--- src/rtl/uart_tx_frame_sequencer_if.sv ---
// uart_tx_frame_sequencer_if: host-side write/busy/done handshake of the UART transmit sequencer
interface uart_tx_frame_sequencer_if #(parameter int DATA_BITS = 8);
  logic Tx_WR;
  logic [DATA_BITS-1:0] Tx_DATA;
  logic Tx_BUSY;
  logic Tx_DONE;
  modport master(output Tx_WR, Tx_DATA, input Tx_BUSY, Tx_DONE);
  modport slave(input Tx_WR, Tx_DATA, output Tx_BUSY, Tx_DONE);
endinterface

--- src/rtl/uart_tx_frame_sequencer.sv ---
// uart_tx_frame_sequencer: serialises start/data/parity/stop bits on TxD, paced by oversample ticks
module uart_tx_frame_sequencer #(
  parameter int DATA_BITS  = 8,
  parameter int OVERSAMPLE = 16,
  parameter int PARITY_EN  = 0,
  parameter int PARITY_ODD = 0,
  parameter int STOP_BITS  = 1
) (
  input  logic clk,
  input  logic reset,
  input  logic Tx_sample_ENABLE,
  uart_tx_frame_sequencer_if.slave host,
  output logic TxD,
  output logic [3:0] bits,
  output logic [$clog2(OVERSAMPLE)-1:0] sample_cnt
);
  localparam int SW = $clog2(OVERSAMPLE);
  localparam logic [3:0] LAST_DATA = 4'(DATA_BITS);
  localparam logic [3:0] LAST_BIT = 4'(DATA_BITS + PARITY_EN + STOP_BITS);
  typedef enum logic [2:0] {IDLE, START, DATA, PARITY, STOP} state_t;
  state_t state;
  logic [DATA_BITS-1:0] shift;
  logic par;
  logic busy;
  logic done;
  logic bit_end;
  assign bit_end = Tx_sample_ENABLE && sample_cnt == SW'(OVERSAMPLE - 1);
  assign host.Tx_BUSY = busy;
  assign host.Tx_DONE = done;
  // frame FSM: accept a word in IDLE, then step one bit per OVERSAMPLE counted ticks
  always_ff @(posedge clk) begin
    if (reset) begin
      state <= IDLE;
      TxD <= 1'b1;
      busy <= 1'b0;
      done <= 1'b0;
      bits <= '0;
      sample_cnt <= '0;
      shift <= '0;
      par <= 1'b0;
    end else begin
      done <= 1'b0;
      if (state == IDLE) begin
        if (host.Tx_WR) begin
          shift <= host.Tx_DATA;
          par <= ^host.Tx_DATA ^ 1'(PARITY_ODD);
          state <= START;
          TxD <= 1'b0;
          busy <= 1'b1;
        end
      end else if (Tx_sample_ENABLE) begin
        if (!bit_end) sample_cnt <= sample_cnt + 1'b1;
        else begin
          sample_cnt <= '0;
          bits <= bits + 4'd1;
          case (state)
            START: begin
              state <= DATA;
              TxD <= shift[0];
            end
            DATA: begin
              shift <= shift >> 1;
              TxD <= bits == LAST_DATA ? (PARITY_EN != 0 ? par : 1'b1) : shift[1];
              state <= bits == LAST_DATA ? (PARITY_EN != 0 ? PARITY : STOP) : DATA;
            end
            PARITY: begin
              state <= STOP;
              TxD <= 1'b1;
            end
            STOP: begin
              if (bits == LAST_BIT) begin
                state <= IDLE;
                bits <= '0;
                busy <= 1'b0;
                done <= 1'b1;
              end
            end
            default: state <= IDLE;
          endcase
        end
      end
    end
  end
endmodule

--- src/flat_wrapper.sv ---
// flat-port wrapper written by rule: the top's interface ports become plain ports
module uart_tx_frame_sequencer_flat 
#(
  parameter int DATA_BITS  = 8,
  parameter int OVERSAMPLE = 16,
  parameter int PARITY_EN  = 0,
  parameter int PARITY_ODD = 0,
  parameter int STOP_BITS  = 1
)
  (clk, reset, Tx_sample_ENABLE, TxD, bits, sample_cnt, host_Tx_WR, host_Tx_DATA, host_Tx_BUSY, host_Tx_DONE);
  uart_tx_frame_sequencer_if #(.DATA_BITS(DATA_BITS)) host_i ();
  input  logic clk;
  input  logic reset;
  input  logic Tx_sample_ENABLE;
  output logic TxD;
  output logic [3:0] bits;
  output logic [$clog2(OVERSAMPLE)-1:0] sample_cnt;
  input wire logic [$bits(host_i.Tx_WR)-1:0] host_Tx_WR;
  input wire logic [$bits(host_i.Tx_DATA)-1:0] host_Tx_DATA;
  output wire logic [$bits(host_i.Tx_BUSY)-1:0] host_Tx_BUSY;
  output wire logic [$bits(host_i.Tx_DONE)-1:0] host_Tx_DONE;
  assign host_i.Tx_WR = host_Tx_WR;
  assign host_i.Tx_DATA = host_Tx_DATA;
  assign host_Tx_BUSY = host_i.Tx_BUSY;
  assign host_Tx_DONE = host_i.Tx_DONE;
  uart_tx_frame_sequencer #(.DATA_BITS(DATA_BITS), .OVERSAMPLE(OVERSAMPLE), .PARITY_EN(PARITY_EN), .PARITY_ODD(PARITY_ODD), .STOP_BITS(STOP_BITS)) u_core (.clk(clk), .reset(reset), .Tx_sample_ENABLE(Tx_sample_ENABLE), .host(host_i), .TxD(TxD), .bits(bits), .sample_cnt(sample_cnt));
endmodule
--- config.mk ---
export PLATFORM = sky130hd
export DESIGN_NAME = uart_tx_frame_sequencer_flat
export DESIGN_NICKNAME = d
export VERILOG_FILES = /design/src/rtl/uart_tx_frame_sequencer_if.sv /design/src/rtl/uart_tx_frame_sequencer.sv /design/src/flat_wrapper.sv
export SDC_FILE = /design/constraint.sdc
export NUM_CORES = 1
export LEC_CHECK = 0
export BUFFER_PORTS_ARGS = -buffer_cell sky130_fd_sc_hd__buf_2
export CAP_MARGIN = 20
export CORE_ASPECT_RATIO = 1.1
export CORE_MARGIN = 4
export CORE_UTILIZATION = 49
export CTS_CLUSTER_DIAMETER = 60
export DETAILED_ROUTE_END_ITERATION = 6
export PLACE_DENSITY = 0.76
export SYNTH_ARGS = -nofsm -noshare
export SYNTH_HDL_FRONTEND = slang
export SYNTH_SLANG_ARGS = --single-unit
--- constraint.sdc ---
create_clock -name clk -period 2 [get_ports clk]
set_input_delay 0.2 -clock clk [delete_from_list [all_inputs] [get_ports clk]]
set_output_delay 0.2 -clock clk [all_outputs]
set_load 0.02 [all_outputs]
After elaboration in Yosys (flattened, before gate mapping)

Index checks and enable logic that the tools add are counted.

Logic and storage cells: 65
Output and inout port bits: 11
Bits of input ports: 12
Register bits after elaboration: 22

Reduce and logical (&&, ||, !) cells: 15
Muxes and demuxes: 28
Equal/unequal tests: 9
Add/sub/neg operators: 2
Bitwise gates (word level): 4

Operator list:

| cell                                                             | count |
|---|---|
| 8-bit two-way mux                                                | 5 |
| 3-bit two-way mux                                                | 6 |
| 4-bit == test (second input constant)                            | 3 |
| 1-bit two-way mux                                                | 12 |
| 4-bit two-way mux                                                | 3 |
| 3-bit case mux with 4 select lines                               | 1 |
| 4-bit AND reduction                                              | 3 |
| 2-bit nonzero test                                               | 5 |
| 4-bit by 1-bit adder with 4-bit output (second input constant)   | 2 |
| 3-bit by 2-bit == test with 1-bit output (second input constant) | 2 |
| 5-bit AND reduction                                              | 1 |
| 5-bit OR reduction                                               | 1 |
| 1-bit NOT                                                        | 4 |
| 4-bit nonzero test                                               | 1 |
| 3-bit by 1-bit == test with 1-bit output (second input constant) | 1 |
| 3-bit == test (second input constant)                            | 1 |
| 3-bit zero test                                                  | 1 |
| 3-bit by 1-bit != test with 1-bit output (second input constant) | 1 |
| 1-bit case mux with 3 select lines                               | 1 |
| 3-bit AND reduction                                              | 1 |
| 2-bit != test (second input constant)                            | 1 |
| 2-bit AND reduction                                              | 1 |
| 1-bit logical AND                                                | 1 |

Logic depth before layout (Yosys ltp)

Depth after elaboration: 6
Gate-level depth with buffers: 6

Worst setup path before layout

OpenSTA, ideal clock, no wires.

Path type: reg2reg
From: register u_core.sample_cnt[0]
To: register u_core.shift[2]
Arrival time: 1.529 ns
Stages on the path, launching flop included: 7
Slack: 0.400 ns
Cells stage by stage: dfxtp_1 -> ha_1 -> and4_4 -> a21oi_2 -> buf_6 -> a211o_1 -> a21oi_1

Word-level cells in the longest chain between the ends: 4

RTL lines:

| element                       | RTL line                      | RTL |
|---|---|---|
| start, declared               | uart_tx_frame_sequencer.sv:15 | `output logic [$clog2(OVERSAMPLE)-1:0] sample_cnt` |
| start signal, assigned        | uart_tx_frame_sequencer.sv:52 | `if (!bit_end) sample_cnt <= sample_cnt + 1'b1;` |
| 4-bit == test                 | uart_tx_frame_sequencer.sv:27 | `assign bit_end = Tx_sample_ENABLE && sample_cnt == SW'(OVERSAMPLE - 1);` |
| 1-bit logical AND             | uart_tx_frame_sequencer.sv:27 |  |
| 2-bit nonzero test (no line)  | n/a                           |  |
| 4-bit AND reduction (no line) | n/a                           |  |
| end signal, assigned          | uart_tx_frame_sequencer.sv:45 | `shift <= host.Tx_DATA;` |
| end signal, assigned          | uart_tx_frame_sequencer.sv:62 | `shift <= shift >> 1;` |
| end, declared                 | uart_tx_frame_sequencer.sv:22 | `logic [DATA_BITS-1:0] shift;` |

No other way between the ends.
A chain may end at the register's enable or synchronous reset.

Final worst setup path

From: register u_core.sample_cnt[0]
To: register u_core.shift[0]

Same word-level chain as after synthesis.

==> reports/metrics.csv <==
metric,value,unit
dr_wl_met2,1.252,mm
portBuffers,22,
post-route-util,0.5594,
setup_viol,0,
syn_area,0.001186,mm²
synth-xor-area-share,0.007384,
grt-ovfl-total,0,
postRouteWirelength,2.534,mm
crit_start,u_core.sample_cnt[0],
cp.required,2.23,ns
tritoncts.num_buffers,3,
fin_total_pwr,0.7617,mW
synthMuxAreaShare,0,
final_cell_mix,"24 x nand2_1, 22 x buf_2, 22 x dfxtp_1",
seq_area,440.4,µm²
crit_arrival,1.93,ns
rsz0062_at_grt,false,
fin_hold_ws,0.1750,ns
grt_pass1_vias,1016,
ant_nets,0,
cts_max_level,1,
ys_seq_area_frac,0.3713,
synth_fp_nets,160,
cts_tree,built,
synth_fa_ha_area_frac,0.04219,
post-cts-setup-buffers,0,
p_per_area,598.6,mW/mm²
syn_inst,144,
syn_avg_cell_area,8.237,µm²
wl_met3,86,µm
die_h,59.60,µm
dieWidth,54.91,µm
initial_core_util,0.5215,
drt-wirelength-per-cell,13.41,µm
synth-simple-area-share,0.2500,
avgViaCountPerCell,5.746,
cts_hold_buf,0,
nFillCells,230,
setup-tns-final,0,ns
grt_max_degree,26,
synth_edf_count,0,
firstDrtPassIters,4,
n_antenna_cell,0,
status,completed,
hp-start,host_Tx_DATA[7],
wl_met1,1.181,mm
dieArea,0.003273,mm²
topRoutingLayerUsed,met4,
min_period,1.695,ns
route.detailed.drc,0,
grt_pass1_wl,4.340,mm
hold_viol_final,0,
drive_gt1_frac,0.1950,
row_count,18,
yosys_warnings,0,
r2r-start,u_core.sample_cnt[0],
root_buffer,clkbuf_4,
worstSetupEndpointType,register,
grtUsageTotal,0.1776,
layout_setup_ws,0.3053,ns
fin_nets,177,
relSlewSlack,0.6028,
worst-setup-path-type,reg -> reg,
hold_class,in -> reg,
maxSlewViolCount,0,
max-clock-path-buffers,2,
synth_top_family_by_area,simple AND/OR/NAND/NOR gates,
antenna_found_initial,0,
max_freq,590.1,MHz
vdd_drop_max,0.3959,mV
synth_compound_area_frac,0.2395,
dp_slack,0.3557,ns
cap_violations,0,
gp_congestion,0.8020,
insertion_delay,0.30,ns
p_leak,0.4967,nW
cts_resized,0,
core,0.002275,mm²
area_growth,7.278,%
ys_ff_latch,22,
cp-start-kind,register,
async_flop_share,0,
cts.sinks,22,
worst_clock_skew,0.001543,ns
period_share,0.8473,
yosysUniqueCellTypes,36,
final_common_cell,nand2_1,
first_iter_violations,40,
path_clk_slew,0.11,ns
place_hpwl,1.745,mm
worstPathMaxFanout,15,
ios,23,
synthFlopType,dfxtp_1,
vias,1086,
multi_input_area,639.4,µm²
worst_pin_slew,0.5958,ns
-- cell usage after synthesis, types with 2 or more instances --
cell,instances,area (µm²)
nand2_1,24,90.09
dfxtp_1,22,440.4
a21oi_1,19,95.09
o21ai_0,10,50.05
nor2_1,8,30.03
a211o_1,6,52.55
inv_1,6,22.52
nand3_1,6,30.03
buf_6,5,56.30
ha_1,4,50.05
nor3_1,3,15.01
buf_4,2,15.01
clkbuf_1,2,7.510
nand4_1,2,12.51
o31ai_1,2,15.01
o32ai_1,2,17.52
or3_1,2,12.51
-- metrics by stage --
stage	cell area (µm²)	instances
2_1_floorplan	1186	144
3_3_place_gp	1250	186
3_5_place_dp	1250	186
4_1_cts	1272	189
5_1_grt	1272	189
6_report	1272	189
-- critical path, cell delays in order, from the launching register on --
cell and delay (ns):
dfxtp_1 0.36, ha_1 0.25, and4_4 0.22, a21oi_2 0.48, o21ai_0 0.17, a21oi_1 0.15
-- power by group --
part | switching (mW) | total, mW | internal, mW
sequential | 0.0140 | 0.469 | 0.455
combinational | 0.0613 | 0.101 | 0.0397
clock | 0.122 | 0.192 | 0.0702
total | 0.197 | 0.762 | 0.564
-- flip-flops by register name, summed over array words and instances, names as in the netlist --
| signal | count |
|---|---|
| u_core.shift | 8 |
| u_core.bits | 4 |
| u_core.sample_cnt | 4 |
| u_core.state | 3 |
| u_core.TxD | 1 |
| u_core.host.Tx_BUSY | 1 |
| u_core.host.Tx_DONE | 1 |
-- cell families (layout without fill, tap and decap cells) --
kind of cell,after synthesis,count (layout)
compound gates,45,45
xor+xnor,1,1
fa+ha+maj,4,4
buf+inv,16,31
flops,22,22
simple gates,56,56
-- final cells by class --
| type | instances | share of cell area |
|---|---|---|
| Sequential cell | 22 | 0.3461 |
| Timing Repair Buffer | 22 | 0.08653 |
| Inverter | 6 | 0.01770 |
| Multi-Input combinational cell | 106 | 0.5025 |
| Clock buffer | 3 | 0.01770 |
| Tap cell | 30 | 0.02950 |
-- per-layer routing --
layer / global-route usage / up-vias
met3: 0.02519 / 2
li1: - / 544
met1: 0.2233 / 526
met2: 0.2922 / 14
met4: 0.08333 / 0
met5: 0 / -
-- path summary, 6_finish.rpt --
path              cells after the start  slack (ns)                   to
setup / recovery                      5        0.31      u_core.shift[0]
hold / removal                        3        0.17      u_core.shift[7]
setup reg to reg                      5        0.31      u_core.shift[0]
hold reg to reg                       2        0.48  u_core.host.Tx_BUSY
Power figures use the tool's default switching activity.
